<file path="config.mk">
export PLATFORM = sky130hd
export DESIGN_NAME = mdio_rd_sequencer_flat
export DESIGN_NICKNAME = d
export VERILOG_FILES = /design/src/rtl/mdio_rd_sequencer_if.sv /design/src/rtl/mdio_rd_sequencer.sv /design/src/flat_wrapper.sv
export SDC_FILE = /design/constraint.sdc
export NUM_CORES = 1
export LEC_CHECK = 0
export CAP_MARGIN = 20
export CORE_AREA = 2 2 90 92
export DETAILED_ROUTE_END_ITERATION = 16
export DIE_AREA = 0 0 92 94
export SYNTH_ARGS = -nofsm -noshare
export SYNTH_HDL_FRONTEND = slang
export SYNTH_SLANG_ARGS = --single-unit
</file>
<file path="constraint.sdc">
create_clock -name clk -period 2.7 [get_ports clk]
set_clock_uncertainty 0.15 [all_clocks]
set_input_delay 0.54 -clock clk [delete_from_list [all_inputs] [get_ports clk]]
set_output_delay 0.54 -clock clk [all_outputs]
set_load 0.01 [all_outputs]
</file>
<file path="src/rtl/mdio_rd_sequencer_if.sv">
// Read-path bundle between the MDIO read sequencer and the read-logic stage.
// The master issues sel/addr plus a one-cycle pulse; the slave returns the slice.
interface mdio_rd_sequencer_if #(
  parameter int SEL_W  = 7,
  parameter int ADDR_W = 15
);
  logic              rd_en;
  logic              rd_pulse;
  logic [SEL_W-1:0]  rd_sel;
  logic [ADDR_W-1:0] rd_addr;
  logic [8:0]        rd_data;

  modport master (
    output rd_en,
    output rd_pulse,
    output rd_sel,
    output rd_addr,
    input  rd_data
  );

  modport slave (
    input  rd_en,
    input  rd_pulse,
    input  rd_sel,
    input  rd_addr,
    output rd_data
  );
endinterface

</file>
<file path="src/rtl/mdio_rd_sequencer.sv">
// MDIO capture-memory read sequencer: sweeps sel (outer) and addr (inner),
// pulses one read per entry, samples the slice and holds it until host ack.
module mdio_rd_sequencer #(
  parameter int SEL_W  = 7,
  parameter int ADDR_W = 15,
  parameter int RD_LAT = 3
) (
  input  logic              clk,
  input  logic              rstn,
  input  logic              rf_96path_en,
  input  logic              rf_seq_start,
  input  logic              rf_seq_abort,
  input  logic              rf_seq_single,
  input  logic [SEL_W-1:0]  rf_start_sel,
  input  logic [ADDR_W-1:0] rf_start_addr,
  input  logic              rf_data_ack,
  mdio_rd_sequencer_if.master rd,
  output logic [8:0]        seq_data,
  output logic              seq_valid,
  output logic              seq_busy,
  output logic              seq_done
);

  localparam int CNT_W = (RD_LAT > 2) ? $clog2(RD_LAT) : 1;
  localparam logic [CNT_W-1:0] CNT_LAST = CNT_W'(RD_LAT - 1);

  typedef enum logic [2:0] {
    S_IDLE,
    S_ISSUE,
    S_WAIT,
    S_HOLD,
    S_NEXT,
    S_DONE
  } state_e;

  state_e            state_q, state_d;
  logic [CNT_W-1:0]  cnt_q, cnt_d;
  logic [SEL_W-1:0]  sel_q, sel_d;
  logic [ADDR_W-1:0] addr_q, addr_d;
  logic [8:0]        data_q, data_d;
  logic              valid_q, valid_d;
  logic              done_q, done_d;

  logic [SEL_W-1:0]  last_sel;
  logic              addr_ones;
  logic              is_last;

  // A start sel already past the final slice ends the sweep after one read.
  assign last_sel  = rf_96path_en ? SEL_W'(95) : SEL_W'(47);
  assign addr_ones = &addr_q;
  assign is_last   = rf_seq_single
                   || (sel_q > last_sel)
                   || ((sel_q == last_sel) && addr_ones);

  always_ff @(posedge clk or negedge rstn) begin
    if (!rstn) begin
      state_q <= S_IDLE;
      cnt_q   <= '0;
      sel_q   <= '0;
      addr_q  <= '0;
      data_q  <= '0;
      valid_q <= 1'b0;
      done_q  <= 1'b0;
    end else begin
      state_q <= state_d;
      cnt_q   <= cnt_d;
      sel_q   <= sel_d;
      addr_q  <= addr_d;
      data_q  <= data_d;
      valid_q <= valid_d;
      done_q  <= done_d;
    end
  end

  always_comb begin
    state_d = state_q;
    cnt_d   = cnt_q;
    sel_d   = sel_q;
    addr_d  = addr_q;
    data_d  = data_q;
    valid_d = valid_q;
    done_d  = done_q;

    unique case (state_q)
      S_IDLE: begin
        if (rf_seq_start) begin
          state_d = S_ISSUE;
          sel_d   = rf_start_sel;
          addr_d  = rf_start_addr;
          done_d  = 1'b0;
        end
      end
      S_ISSUE: begin
        state_d = S_WAIT;
        cnt_d   = '0;
      end
      // WAIT spans RD_LAT cycles so the sample lands RD_LAT after the pulse.
      S_WAIT: begin
        if (cnt_q == CNT_LAST) begin
          state_d = S_HOLD;
          data_d  = rd.rd_data;
          valid_d = 1'b1;
        end else begin
          cnt_d = cnt_q + 1'b1;
        end
      end
      S_HOLD: begin
        if (rf_data_ack) begin
          state_d = S_NEXT;
          valid_d = 1'b0;
        end
      end
      S_NEXT: begin
        if (is_last) begin
          state_d = S_DONE;
          done_d  = 1'b1;
        end else begin
          state_d = S_ISSUE;
          addr_d  = addr_q + 1'b1;
          if (addr_ones) begin
            sel_d = sel_q + 1'b1;
          end
        end
      end
      S_DONE: begin
        state_d = S_IDLE;
      end
      default: begin
        state_d = S_IDLE;
      end
    endcase

    // Abort overrides whatever the state logic chose, including a start.
    if (rf_seq_abort) begin
      state_d = S_IDLE;
      valid_d = 1'b0;
      done_d  = done_q;
      sel_d   = sel_q;
      addr_d  = addr_q;
      data_d  = data_q;
    end
  end

  assign rd.rd_pulse = (state_q == S_ISSUE);
  assign rd.rd_en    = (state_q == S_ISSUE)
                     || (state_q == S_WAIT)
                     || (state_q == S_HOLD)
                     || (state_q == S_NEXT);
  assign rd.rd_sel   = sel_q;
  assign rd.rd_addr  = addr_q;

  assign seq_data  = data_q;
  assign seq_valid = valid_q;
  assign seq_busy  = (state_q != S_IDLE);
  assign seq_done  = done_q;

endmodule

</file>
<file path="src/flat_wrapper.sv">
// flat-port wrapper written by rule: the top's interface ports become plain ports
module mdio_rd_sequencer_flat 
#(
  parameter int SEL_W  = 7,
  parameter int ADDR_W = 15,
  parameter int RD_LAT = 3
)
  (clk, rstn, rf_96path_en, rf_seq_start, rf_seq_abort, rf_seq_single, rf_start_sel, rf_start_addr, rf_data_ack, seq_data, seq_valid, seq_busy, seq_done, rd_rd_en, rd_rd_pulse, rd_rd_sel, rd_rd_addr, rd_rd_data);
  mdio_rd_sequencer_if #(.SEL_W(SEL_W), .ADDR_W(ADDR_W)) rd_i ();
  input  logic clk;
  input  logic rstn;
  input  logic rf_96path_en;
  input  logic rf_seq_start;
  input  logic rf_seq_abort;
  input  logic rf_seq_single;
  input  logic [SEL_W-1:0] rf_start_sel;
  input  logic [ADDR_W-1:0] rf_start_addr;
  input  logic rf_data_ack;
  output logic [8:0] seq_data;
  output logic seq_valid;
  output logic seq_busy;
  output logic seq_done;
  output wire logic [$bits(rd_i.rd_en)-1:0] rd_rd_en;
  output wire logic [$bits(rd_i.rd_pulse)-1:0] rd_rd_pulse;
  output wire logic [$bits(rd_i.rd_sel)-1:0] rd_rd_sel;
  output wire logic [$bits(rd_i.rd_addr)-1:0] rd_rd_addr;
  input wire logic [$bits(rd_i.rd_data)-1:0] rd_rd_data;
  assign rd_rd_en = rd_i.rd_en;
  assign rd_rd_pulse = rd_i.rd_pulse;
  assign rd_rd_sel = rd_i.rd_sel;
  assign rd_rd_addr = rd_i.rd_addr;
  assign rd_i.rd_data = rd_rd_data;
  mdio_rd_sequencer #(.SEL_W(SEL_W), .ADDR_W(ADDR_W), .RD_LAT(RD_LAT)) u_core (.clk(clk), .rstn(rstn), .rf_96path_en(rf_96path_en), .rf_seq_start(rf_seq_start), .rf_seq_abort(rf_seq_abort), .rf_seq_single(rf_seq_single), .rf_start_sel(rf_start_sel), .rf_start_addr(rf_start_addr), .rf_data_ack(rf_data_ack), .rd(rd_i), .seq_data(seq_data), .seq_valid(seq_valid), .seq_busy(seq_busy), .seq_done(seq_done));
endmodule
</file>
==> results.txt <==
The logs give 0 for the final number of setup-violating endpoints and 2310 sq um for the post-synthesis instance area. The logs give 5.06% for the met3 track demand over resource in global routing and 0.30 ns for the latest clock arrival within the worst-skew pair. For this run, the number of standard cells in the final layout without fillers is 459. The number of port buffers works out to 73. After routing, the total negative slack on setup checks comes to 0 ns.

The total grt overflow came out at 0. The type of the worst min-delay path was primary input to async pin. Buffers added to address setup during post-CTS repair amount to 0. After layout, the minimum clock period comes to 2.63 ns. The run gives 2458 as the vias after detailed routing. The worst voltage drop across the vdd grid is 375 uV, and the period utilization is 97.6%. The total iterations of the first detailed-routing run was 4; the met2 usage in global routing was 26.7%. The delay of the slowest cell on the worst path was 0.49 ns. Leaving out fill and tap cells, the most frequent cells in the layout are clkdlybuf4s50_1, dfrtp_1, buf_4, nor2_1, nand2_1. The worst setup path is captured at a flip-flop. After layout, the design draws a total of 0.00303 W. The DRC marker count from the first detailed-route iteration was 138; the core footprint was 7610 sq um. The remaining routing DRC violations is 0, and the post-detailed-route count of antenna-violating nets is 0.

The signal on the critical path passes through clkdlybuf4s50_1, inv_1, ha_1, and4_4, nor3b_2, a22oi_2, or4_1, a211oi_1. Synthesis handed over a netlist of 263 instances. Once the floorplan was initialized, standard cells occupied 30.4% of the core.

The maximum fanout along the worst path came out at 8. The area of the multi-input gates is 1360 sq um. The tree built by TritonCTS fans out to 38 sinks. The layout has 738 filler cells. For this run, the number of Yosys warnings is 0.

After detailed routing, the total wire length is 7290 um. Synthesis inferred 38 register bits. The part of the Yosys area used for sequential elements was 41.1%.

TritonCTS built the clock tree. Clock tree synthesis inserted a total of 5 buffers. Including well taps, the total number of placed cells is 451. For this design the ratio of total power to cell area is 857 nW/um^2.

The worst-case headroom to the max-slew limit is 39.0%, and the worst hold slack is 0.222 ns. The finished cells cover 3530 sq um. The hold violation total from the final report was 0. The count of different cell masters after synthesis is 44, and the vias per cell is 5.36. The synthesized design contains 0 enable-type register cells. For the H-tree depth, the log shows 2. Leading cell type in the layout, fill and taps excluded: clkdlybuf4s50_1. STA puts the critical path data arrival time at 2.69 ns. The slew at the pin closest to its max-slew limit was 0.916 ns.

The launching element type of the critical path was a primary input. The global-route usage over all layers is 17.1%, and the number of standard-cell rows in the floorplan is 32. The tools report the routability congestion estimate from global placement as 0.869. The reported max-cap violation count came out at 0. The first global-routing pass estimated 11800 um of wire. met2 is the most crowded layer.

Register area: 951 sq um. The dominant synthesized flop cell was dfrtp_1. Of the cells placed in the final design, the portion with a size suffix greater than 1 is 17.4%. For the timing-limited maximum frequency, the log shows 0.380 GHz. The repair_antennas step left the layout with diodes totalling 0. The clock-pin slew on the worst setup and hold paths was 0.08 ns.

The top-level I/O count came out at 74. Measured along the x axis, the die boundary spans 92 um. In the final routed layout, each cell accounts on average for 15.9 um. The run finished with clean final reports.

The largest net degree at the start of global routing was 39. The placement-stage cell area is 3320 sq um, and the area growth from synthesis to final layout is 52.6%. The tools report the critical path data required time as 2.76 ns. Global routing consumed, on the met1 layer, 23.3% of the routing resources. The chip height came out at 94 um. The number of slew-limit violations in the final report was 0; the mean area per synthesized cell was 8.80 sq um. The cell chosen for the clock root is clkbuf_8.

The number of global-route vias before repair is 2456, and the net total in the final layout is 400. In this run the static leakage power is 1.45 nW. The largest individual stage delay along the critical path comes from the cell clkdlybuf4s50_1. The initial antenna violation count was 0. By startpoint and endpoint, the worst setup path is classified as primary input to flip-flop. The floorplan step defined a die boundary enclosing 8650 sq um. Counting flops with an async set or reset pin after synthesis yields a share of 100%. Detailed placement ended at an HPWL of 5290 um.

The number of nets in the synthesized netlist is 307. No sink is reached through more buffers than the 2 on the longest clock path.
[cells by family (layout without fill, tap and decap cells)]
family / count (synthesis) / count (layout) / synth area share (%)
buffers and inverters: 19 / 113 / 3.68
xor gates and xnor gates: 1 / 1 / 0.378
muxes: 9 / 9 / 4.38
DFF: 38 / 38 / 41.1
adders and majority gates: 6 / 6 / 3.24
and+or+nand+nor: 128 / 128 / 28.6
AOI/OAI and AO/OA: 62 / 62 / 18.6
[repair_timing]
action	CTS	global route
pin swaps	0	1
gates resized for setup	3	9
endpoints found under the hold margin	0	0
setup endpoints to repair	11	15
hold buffers	0	0
[metrics by stage]
| stage | utilization (%) | setup WS, ns |
|---|---|---|
| 2_1_floorplan | - | 0.324 |
| 3_3_place_gp | 43.6 | -0.311 |
| 3_5_place_dp | 43.6 | -0.419 |
| 4_1_cts | 45.8 | 0.0384 |
| 5_1_grt | 46.4 | -0.0189 |
| 6_report | 46.4 | 0.0656 |
[registers in the layout, indices dropped and copies added, names as in the netlist]
register,flops
u_core.seq_done,1
u_core.seq_valid,1
u_core.rd.rd_sel,7
u_core.rd.rd_addr,15
u_core.state_q,3
u_core.seq_data,9
u_core.cnt_q,2
[synthesized netlist by cell type (3+ instances only)]
master / count / share of area [%]
dfrtp_1: 38 / 41
inv_1: 4 / 0.65
nor2_1: 25 / 4.1
a211oi_1: 8 / 2.6
nand4_1: 4 / 1.1
nand3_1: 18 / 3.9
and4_1: 3 / 1.1
nor4_1: 8 / 2.2
or3_1: 6 / 1.6
a21o_1: 3 / 0.97
buf_2: 4 / 0.86
nor3b_1: 3 / 0.97
clkbuf_1: 9 / 1.5
o21ai_0: 8 / 1.7
o22a_1: 3 / 1.1
a311oi_1: 6 / 2.3
nand2_1: 24 / 3.9
nor3_1: 11 / 2.4
mux2_2: 9 / 4.4
o22ai_1: 3 / 0.81
ha_1: 6 / 3.2
a21oi_1: 14 / 3.0
and3_1: 16 / 4.3
[worst max-delay path: cells and delay by family]
kind,cells,cell delay [ns]
adder cells (fa/ha/maj),1,0.28
AND/OR/NAND/NOR,3,0.88
AO/OA/AOI/OAI,2,0.41
buffers and inverters,2,0.58
[where the power goes]
group | internal (W) | switching (W) | total, W
clock network | 0.000394 | 0.000218 | 0.000612
logic | 0.000765 | 0.000612 | 0.00138
registers | 0.000772 | 0.000265 | 0.00104
[final timing paths]
kind / cells past startpoint / from / endpoint / slack, ns
min: 1 / rstn / u_core.seq_valid$_DFFE_PN0P_ / 0.22
max: 8 / rf_96path_en / u_core.rd.rd_addr[7]$_DFFE_PN0P_ / 0.07
max reg2reg: 8 / u_core.rd.rd_addr[0]$_DFFE_PN0P_ / u_core.rd.rd_addr[14]$_DFFE_PN0P_ / 0.28
min reg2reg: 1 / u_core.seq_data[8]$_DFFE_PN0P_ / u_core.seq_data[8]$_DFFE_PN0P_ / 0.36
min in group clk: 1 / u_core.seq_data[8]$_DFFE_PN0P_ / u_core.seq_data[8]$_DFFE_PN0P_ / 0.36
max in group asynchronous: 1 / rstn / u_core.rd.rd_addr[8]$_DFFE_PN0P_ / 1.61
[layer usage]
layer | part of all wire [%] | vias up
met5 | 0 | -
met4 | 0.99 | 0
met3 | 8.2 | 11
met2 | 45 | 97
met1 | 45 | 1155
li1 | - | 1195
[layout make-up]
cell class,count,share of cell area (%)
multi-input combinational,206,38.5
inverter,4,0.425
clock buffer,6,2.34
tap,102,3.61
clock inverter,2,1.70
timing repair buffer,101,26.5
sequential,38,26.9
Note: power is estimated with default switching activity, not from simulation.
